[src/rtl/uart_byte_tx_if.sv]
// Byte handshake between a host and the UART transmitter.
interface uart_byte_tx_if;
    logic [7:0] tx_data_in;
    logic       tx_data_valid_in;
    logic       tx_ready_out;

    modport master (
        output tx_data_in,
        output tx_data_valid_in,
        input  tx_ready_out
    );

    modport slave (
        input  tx_data_in,
        input  tx_data_valid_in,
        output tx_ready_out
    );
endinterface

[src/rtl/uart_byte_tx.sv]
// 8N1 UART transmitter with a small byte FIFO, LSB first, idle-high line.
module uart_byte_tx #(
    parameter int unsigned CLKS_PER_BIT = 174,
    parameter int unsigned FIFO_DEPTH   = 4
) (
    input  logic          clk_20,
    input  logic          reset,
    uart_byte_tx_if.slave host,
    output logic          tx_out,
    output logic          busy_out
);

    localparam int unsigned CntW = $clog2(CLKS_PER_BIT);
    localparam int unsigned PtrW = $clog2(FIFO_DEPTH);

    typedef enum logic [1:0] {StIdle, StStart, StData, StStop} state_e;

    logic [7:0]      mem_q [FIFO_DEPTH];
    logic [PtrW:0]   wr_ptr_q, wr_ptr_d, rd_ptr_q, rd_ptr_d;
    logic            ready_q;
    logic            push, pop, empty, full_d;
    logic [7:0]      head;

    state_e          state_q, state_d;
    logic [CntW-1:0] baud_q, baud_d;
    logic [2:0]      bit_q, bit_d;
    logic [7:0]      shift_q, shift_d;
    logic            tx_q, tx_d;
    logic            baud_last;

    assign empty    = (wr_ptr_q == rd_ptr_q);
    assign push     = host.tx_data_valid_in && ready_q;
    assign wr_ptr_d = wr_ptr_q + {{PtrW{1'b0}}, push};
    assign rd_ptr_d = rd_ptr_q + {{PtrW{1'b0}}, pop};
    // Ready is registered from next-cycle occupancy, so valid never reaches ready.
    assign full_d   = (wr_ptr_d[PtrW] != rd_ptr_d[PtrW]) &&
                      (wr_ptr_d[PtrW-1:0] == rd_ptr_d[PtrW-1:0]);
    assign head     = mem_q[rd_ptr_q[PtrW-1:0]];

    assign host.tx_ready_out = ready_q;
    assign tx_out            = tx_q;
    assign busy_out          = (state_q != StIdle) || !empty;
    assign baud_last         = (baud_q == CntW'(CLKS_PER_BIT - 1));

    always_ff @(posedge clk_20) begin
        if (push) begin
            mem_q[wr_ptr_q[PtrW-1:0]] <= host.tx_data_in;
        end
    end

    always_ff @(posedge clk_20) begin
        if (reset) begin
            wr_ptr_q <= '0;
            rd_ptr_q <= '0;
            ready_q  <= 1'b1;
            state_q  <= StIdle;
            baud_q   <= '0;
            bit_q    <= '0;
            shift_q  <= '0;
            tx_q     <= 1'b1;
        end else begin
            wr_ptr_q <= wr_ptr_d;
            rd_ptr_q <= rd_ptr_d;
            ready_q  <= !full_d;
            state_q  <= state_d;
            baud_q   <= baud_d;
            bit_q    <= bit_d;
            shift_q  <= shift_d;
            tx_q     <= tx_d;
        end
    end

    always_comb begin
        state_d = state_q;
        baud_d  = baud_q + CntW'(1);
        bit_d   = bit_q;
        shift_d = shift_q;
        pop     = 1'b0;
        unique case (state_q)
            StIdle: begin
                baud_d = '0;
                if (!empty) begin
                    pop     = 1'b1;
                    shift_d = head;
                    state_d = StStart;
                end
            end
            StStart: begin
                if (baud_last) begin
                    baud_d  = '0;
                    bit_d   = '0;
                    state_d = StData;
                end
            end
            StData: begin
                if (baud_last) begin
                    baud_d  = '0;
                    shift_d = shift_q >> 1;
                    bit_d   = bit_q + 3'd1;
                    if (bit_q == 3'd7) begin
                        state_d = StStop;
                    end
                end
            end
            StStop: begin
                if (baud_last) begin
                    baud_d = '0;
                    // Chain straight into the next start bit when more data waits.
                    if (!empty) begin
                        pop     = 1'b1;
                        shift_d = head;
                        state_d = StStart;
                    end else begin
                        state_d = StIdle;
                    end
                end
            end
            default: state_d = StIdle;
        endcase

        case (state_d)
            StStart: tx_d = 1'b0;
            StData:  tx_d = shift_d[0];
            default: tx_d = 1'b1;
        endcase
    end

endmodule
[src/flat_wrapper.sv]
// flat-port wrapper written by rule: the top's interface ports become plain ports
module uart_byte_tx_flat 
#(
    parameter int unsigned CLKS_PER_BIT = 174,
    parameter int unsigned FIFO_DEPTH   = 4
)
  (clk_20, reset, tx_out, busy_out, host_tx_data_in, host_tx_data_valid_in, host_tx_ready_out);
  uart_byte_tx_if host_i ();
  input  logic clk_20;
  input  logic reset;
  output logic tx_out;
  output logic busy_out;
  input wire logic [$bits(host_i.tx_data_in)-1:0] host_tx_data_in;
  input wire logic [$bits(host_i.tx_data_valid_in)-1:0] host_tx_data_valid_in;
  output wire logic [$bits(host_i.tx_ready_out)-1:0] host_tx_ready_out;
  assign host_i.tx_data_in = host_tx_data_in;
  assign host_i.tx_data_valid_in = host_tx_data_valid_in;
  assign host_tx_ready_out = host_i.tx_ready_out;
  uart_byte_tx #(.CLKS_PER_BIT(CLKS_PER_BIT), .FIFO_DEPTH(FIFO_DEPTH)) u_core (.clk_20(clk_20), .reset(reset), .host(host_i), .tx_out(tx_out), .busy_out(busy_out));
endmodule
[config.mk]
export PLATFORM = sky130hd
export DESIGN_NAME = uart_byte_tx_flat
export DESIGN_NICKNAME = d
export VERILOG_FILES = /design/src/rtl/uart_byte_tx_if.sv /design/src/rtl/uart_byte_tx.sv /design/src/flat_wrapper.sv
export SDC_FILE = /design/constraint.sdc
export NUM_CORES = 1
export LEC_CHECK = 0
export ABC_AREA = 1
export ABC_CLOCK_PERIOD_IN_PS = 2600
export CAP_MARGIN = 20
export CORE_ASPECT_RATIO = 1.75
export CORE_MARGIN = 2
export CORE_UTILIZATION = 60
export DETAILED_ROUTE_END_ITERATION = 6
export GPL_TIMING_DRIVEN = 0
export PLACE_DENSITY = 0.83
export RECOVER_POWER = 50
export SYNTH_ARGS = -nofsm -noshare
export SYNTH_HDL_FRONTEND = slang
export SYNTH_SLANG_ARGS = --single-unit
export TNS_END_PERCENT = 50
[constraint.sdc]
create_clock -name clk_20 -period 2.6 [get_ports clk_20]
set_clock_uncertainty 0.05 [all_clocks]
set_input_delay 0.52 -clock clk_20 [delete_from_list [all_inputs] [get_ports clk_20]]
set_output_delay 0.52 -clock clk_20 [all_outputs]
set_load 0.02 [all_outputs]
==> impl_metrics.csv, run 1 <==
group,metric,value,unit
clock_network,root_buffer,"clkbuf_8",
route,vias_per_cell,5.385,
sta,tns,0,ns
placement,place_inst,384,
floorplan,die_h,97.39,um
layout,fin_cells,400,
critical_path,rr_startpoint,"u_core.state_q[1]",
clock_network,cts_hold_buf,0,
critical_path,r2r_end,"u_core.host.tx_ready_out",
flow_run,drv_cap,0,
grt,grt_pass1_vias,2216,
floorplan,initial_utilization,0.6113,
critical_path,crit_type,"reg2out",
critical_path,reg2reg_setup_slack,0.30,ns
critical_path,reg2reg_depth,11,
route,vias,2154,
clock_network,cts_buffers,9,
sta,rsz0062_at_grt,"false",
sta,timing.fmax,0.4027,GHz
route,drt_iter0_drc,81,
worst_hold_path,hold_path.class,"reg2reg",
layout,area_growth,13.18,%
route,detail_route.wl_per_cell,13.64,um
power_and_ir_drop,p_leak,1.392,nW
layout,drive_gt1_frac,0.1908,
clock_network,cts.sinks,61,
critical_path,critPathLaunchType,"flip-flop",
route,antenna_left,0,
route,wirelength,5457,um
sta,min_period,2.483,ns
sta,finalSetupViolCount,0,
logic_synthesis,syn_area,2990,um^2
floorplan,die_width,57.37,um
clock_network,cts_tree,"yes",
sta,slew_headroom,0.5838,
critical_path,cp-end-kind,"output pin",
run_status,status,"finished, final reports clean",
worst_hold_path,hold_path.startpoint,"u_core.bit_q[2]",
grt,antenna_found_initial,0,
clock_network,cts_max_level,3,
critical_path,path_max_fanout,10,
floorplan,die-area,5587,um^2
power_and_ir_drop,ir_drop,0.8105,mV
logic_synthesis,synth_area_per_cell,9.523,um^2
worst_hold_path,holdPathStages,2,
sta,fin_hold_ws,0.4268,ns
clock_network,clock_latency,0.33,ns
power_and_ir_drop,power,2.991,mW
grt,grt_max_degree,11,
floorplan,num_rows,34,
logic_synthesis,yosysWarnings,0,
route,drcViolationCount,0,
layout,nets,364,
sta,finalCritPeriodShare,0.9550,
logic_synthesis,syn_nets,337,
grt,grt_util_all_layers,0.2185,
worst_hold_path,whs_endpoint,"u_core.bit_q[2]",
grt,grt_pass1_wl,9301,um
placement,io_buffers,12,
route,drt_pass1_iterations,4,
logic_synthesis,synthDistinctLibCells,39,
layout,final_util,0.6918,
logic_synthesis,yosysSeqAreaShare,0.5155,
critical_path,required,2.03,ns
floorplan,ioPinCount,14,
grt,overflow,0,
placement,hpwlAfterDp,4068,um
sta,drv_slew,0,
layout,diodes,0,
clock_network,ctsLongestPathBuffers,2,
logic_synthesis,synthCells,314,
sta,tightest_slew,0.6243,ns
floorplan,fp.coreArea,4892,um^2
layout,nFillCells,364,
sta,hold_viol,0,
clock_network,clkTransAtPathRegs,0.07,ns
critical_path,crit_arrival,1.91,ns
logic_synthesis,ys_ff_latch,61,
placement,place_congestion,0.8375,
power_and_ir_drop,powerDensity,883.8,nW/um^2
## Yosys cell counts
master,instances,area share
a21oi_1,10,0.017
a21oi_2,7,0.021
a31oi_1,1,0.0021
buf_2,1,0.0017
buf_4,1,0.0025
buf_6,3,0.011
clkbuf_1,2,0.0025
dfxtp_1,29,0.19
edfxtp_1,32,0.32
ha_1,12,0.050
inv_1,19,0.024
inv_2,5,0.0063
inv_4,1,0.0021
inv_8,1,0.0038
nand2_1,59,0.074
nand2_2,8,0.017
nand2_4,3,0.011
nand3_1,12,0.020
nand3_2,4,0.013
nand3_4,1,0.0059
nand4_1,3,0.0063
nor2_1,48,0.060
nor2_2,3,0.0063
nor2_4,1,0.0038
nor2_8,3,0.020
nor3_1,5,0.0084
nor3_2,1,0.0033
nor3b_1,2,0.0050
o2111ai_1,1,0.0029
o211ai_1,6,0.015
o21ai_0,17,0.028
o21ai_1,1,0.0017
o21ai_2,1,0.0029
o21ai_4,1,0.0054
o21bai_1,1,0.0025
or2_2,2,0.0042
xnor2_1,4,0.012
xnor2_2,1,0.0054
xor2_1,2,0.0059
## what timing repair did
item	CTS	global route
buffers inserted	0	0
resized for setup	0	3
hold endpoints to repair	0	0
endpoints found under the setup margin	0	3
## power by group
part	internal, mW	leakage (nW)	switching, mW	total [mW]
registers	1.12	0.530	0.0590	1.18
clock network	0.436	0.0907	0.344	0.780
logic	0.392	0.771	0.643	1.03
total	1.95	1.39	1.05	2.99
## final cells by class
| cell class | instances | area, um^2 | area share |
|---|---|---|---|
| flip-flops and latches | 61 | 1543 | 0.4558 |
| well taps | 54 | 67.56 | 0.01996 |
| clock buffers | 11 | 131.4 | 0.03882 |
| plain buffers | 7 | 53.80 | 0.01590 |
| clock inverters | 5 | 51.30 | 0.01516 |
| inverters | 26 | 107.6 | 0.03179 |
| repair buffers | 16 | 140.1 | 0.04140 |
| multi-input cells | 220 | 1290 | 0.3811 |
## cells by family after synthesis
kind of cell | Yosys count | share of synthesized area
and+or+nand+nor | 155 | 0.2590
adders and majority gates | 12 | 0.05021
buffers and inverters | 33 | 0.05398
AOI/OAI and AO/OA | 46 | 0.09833
DFF | 61 | 0.5155
xor gates and xnor gates | 7 | 0.02301
## worst max-delay path by stage
stage | from | to | slack (ns) | depth (start not counted)
after CTS | u_core.state_q[1] | u_core.host.tx_ready_out | 0.004 | 11
after floorplan | u_core.state_q[1] | u_core.host.tx_ready_out | 0.37 | 11
after global routing | u_core.state_q[1] | u_core.host.tx_ready_out | 0.03 | 11
after detailed placement | u_core.state_q[1] | u_core.host.tx_ready_out | 0.03 | 11
after global placement | host_tx_data_valid_in | u_core.mem_q[0][6] | 0.05 | 3
final | u_core.rd_ptr_q[1] | busy_out | 0.12 | 8
## placed cells by master, fill, tap and decap left out, types with 8 or more instances in the layout
cell type and n:
dfxtp_1 28, nor2_1 48, nand2_1 59, a21oi_1 10, dlygate4sd3_1 9, inv_1 19, o21ai_0 17, edfxtp_1 32
nand3_1 13, nand2_2 8, clkbuf_8 9, ha_1 12
## metrics by stage
step / setup WS [ns] / cell area [um^2]
floorplan: 0.3722 / 2990
global placement: 0.04956 / 3178
detailed placement: 0.02860 / 3198
CTS: 0.003526 / 3381
global route: 0.02583 / 3385
finish: 0.1170 / 3385
## critical path, stage by stage (launching register included)
cell and delay (ns):
dfxtp_1 0.35, buf_6 0.17, inv_8 0.06, nand2_2 0.06
nand2_2 0.06, nand3_4 0.16, inv_2 0.06, nand2_1 0.06
clkdlybuf4s50_1 0.60
## sequential cells by signal, indices dropped and copies added (netlist names)
name                      count
u_core.mem_q                 32
u_core.baud_q                 8
u_core.shift_q                8
u_core.bit_q                  3
u_core.rd_ptr_q               3
u_core.wr_ptr_q               3
u_core.state_q                2
u_core.host.tx_ready_out      1
u_core.tx_out                 1
## routing by layer
metal	global-route usage	vias to the layer above	wire length (um)
met4	0.1377	0	156
met1	0.2146	987	1958
met5	0	-	0
li1	-	1105	-
met3	0.05326	15	211
met2	0.3890	47	3130
Power figures use the tool's default switching activity.
==> run 2, diff against run 1 <==
CORE_UTILIZATION = 35   (was 60)
PLACE_DENSITY = 0.55   (was 0.83)
SLEW_MARGIN = 20   (was not set)
==> run 2 against run 1 <==
Net effect:
- clock-buffer cell count is 2 lower
- non-clock buffer count is 4 lower
- critical path depth is 3 higher
- wire length is 2.7% higher
- worst setup slack better by 0.062 ns
- clock power is 50% higher
- global-route usage is 7.8 points lower
- register-to-register slack worse by 0.12 ns
- largest power group unchanged
- highest routed layer unchanged
==> impl_metrics.csv, run 2 (synthesis results as in run 1) <==
group,metric,value,unit
floorplan,die_width,73.87,um
critical_path,crit_type,"reg2reg",
sta,slew_headroom,0.4590,
floorplan,fp.coreArea,8313,um^2
critical_path,crit_arrival,2.57,ns
layout,nets,360,
layout,layout_commonest_cell,"nand2_1",
layout,area_growth,19.50,%
run_status,status,"finished, final reports clean",
clock_network,clkTransAtPathRegs,0.06,ns
placement,io_buffers,12,
layout,final-seq-area,1543,um^2
sta,finalSetupViolCount,0,
critical_path,reg2reg_setup_slack,0.18,ns
grt,overflow,0,
sta,finalCritPeriodShare,0.9313,
grt,antenna_found_initial,0,
critical_path,required,2.74,ns
clock_network,cts_hold_buf,0,
critical_path,reg2reg_depth,11,
worst_hold_path,whs_endpoint,"u_core.shift_q[0]",
sta,hold_viol,0,
sta,tns,0,ns
power_and_ir_drop,ir_drop,0.5560,mV
layout,layout_common_cells,"nand2_1, nor2_1, edfxtp_1",
layout,diodes,0,
grt,grt_util_all_layers,0.1406,
clock_network,cts_tree,"yes",
clock_network,cts_buffers,9,
layout,largest_reg_flops,32,
floorplan,die-area,9328,um^2
sta,drv_slew,0,
floorplan,num_rows,44,
layout,multiInputGateArea,1303,um^2
power_and_ir_drop,p_leak,1.432,nW
route,wirelength,5604,um
worst_hold_path,holdPathStages,2,
route,antenna_left,0,
worst_hold_path,hold_path.class,"reg2reg",
critical_path,rr_startpoint,"u_core.state_q[1]",
clock_network,ctsLongestPathBuffers,2,
sta,fin_hold_ws,0.4172,ns
route,vias,2077,
clock_network,clock_latency,0.33,ns
critical_path,cp-end-kind,"flip-flop",
route,detail_route.wl_per_cell,12.26,um
sta,timing.fmax,0.4130,GHz
critical_path,r2r_end,"u_core.host.tx_ready_out",
route,vias_per_cell,4.545,
flow_run,drv_cap,0,
placement,place_congestion,0.8096,
grt,grt_max_degree,13,
clock_network,root_buffer,"clkbuf_16",
worst_hold_path,hold_path.startpoint,"u_core.shift_q[0]",
power_and_ir_drop,powerDensity,945.2,nW/um^2
layout,drive_gt1_frac,0.1959,
route,drt_pass1_iterations,4,
grt,grt_pass1_wl,9694,um
sta,rsz0062_at_grt,"false",
grt,grt_pass1_vias,2020,
route,drt_iter0_drc,92,
floorplan,die_h,126.3,um
sta,min_period,2.421,ns
layout,nFillCells,806,
route,drcViolationCount,0,
placement,hpwlAfterDp,4161,um
sta,tightest_slew,0.8071,ns
floorplan,initial_utilization,0.3597,
floorplan,ioPinCount,14,
critical_path,critPathLaunchType,"flip-flop",
clock_network,cts_max_level,3,
critical_path,path_max_fanout,9,
clock_network,cts.sinks,61,
run 2: changes by cell type in the layout (fill, tap and decap cells not counted), moves of 2 or more:
| cell | before | now |
|---|---|---|
| buf_2 | 5 | 1 |
| clkbuf_1 | 4 | 2 |
| clkbuf_16 | 0 | 9 |
| clkbuf_8 | 9 | 0 |
| clkinvlp_4 | 1 | 3 |
| nor3_1 | 5 | 1 |
| nor3_2 | 1 | 5 |
run 2: worst max-delay path by stage:
| stage | start | end | slack (ns) | depth (start not counted) |
|---|---|---|---|---|
| global placement | host_tx_data_valid_in | u_core.mem_q[2][6] | -0.04 | 3 |
| detailed placement | u_core.state_q[1] | u_core.host.tx_ready_out | 0.02 | 11 |
| finish | u_core.state_q[1] | u_core.host.tx_ready_out | 0.18 | 11 |
| floorplan | u_core.state_q[1] | u_core.host.tx_ready_out | 0.37 | 11 |
| global route | u_core.state_q[1] | u_core.host.tx_ready_out | 0.03 | 11 |
| CTS | u_core.rd_ptr_q[1] | busy_out | 0.04 | 8 |
run 2: per-layer routing:
metal	vias to the layer above	GRT usage	part of all wire
met5	-	0	0
met4	0	0.08984	0.029
li1	1100	-	-
met2	25	0.2411	0.56
met3	11	0.02400	0.024
met1	941	0.1538	0.39
run 2: timing repair:
item / in CTS / in global routing
gates resized for setup: 1 / 1
buffers inserted: 0 / 0
endpoints found under the setup margin: 1 / 1
run 2: cell type report:
type,instances,area share
buffer,7,0.01506
clock buffer,9,0.06303
tap,115,0.04027
timing repair buffer,12,0.03431
inverter,26,0.03011
multi-input combinational,220,0.3645
sequential,61,0.4317
clock inverter,7,0.02101
run 2: where the power goes:
part | internal, mW | total (mW) | switching (mW)
combinational | 0.386 | 1.03 | 0.642
sequential | 1.12 | 1.18 | 0.0610
clock | 0.743 | 1.17 | 0.427
run 2: through the flow:
stage                     worst slack [ns]  cell area, um^2  std cells  utilization  total power, mW
after floorplan                     0.3722             2990        314            -            1.982
after global routing               0.03051             3573        457       0.4299            3.610
after global placement            -0.04151             3254        441       0.3915            2.235
after detailed placement           0.01911             3274        441       0.3939            2.249
after CTS                          0.04059             3576        457       0.4302            3.438
final                               0.1785             3573        457       0.4299            3.377
run 2: worst max-delay path: stages (launching register included):
cell	delay, ns
dfxtp_2	0.44
inv_1	0.12
ha_1	0.23
inv_1	0.20
nand2_2	0.18
nand2_1	0.11
nor2_1	0.04
ha_1	0.17
ha_1	0.19
xnor2_1	0.24
xor2_1	0.19
o2111ai_1	0.12
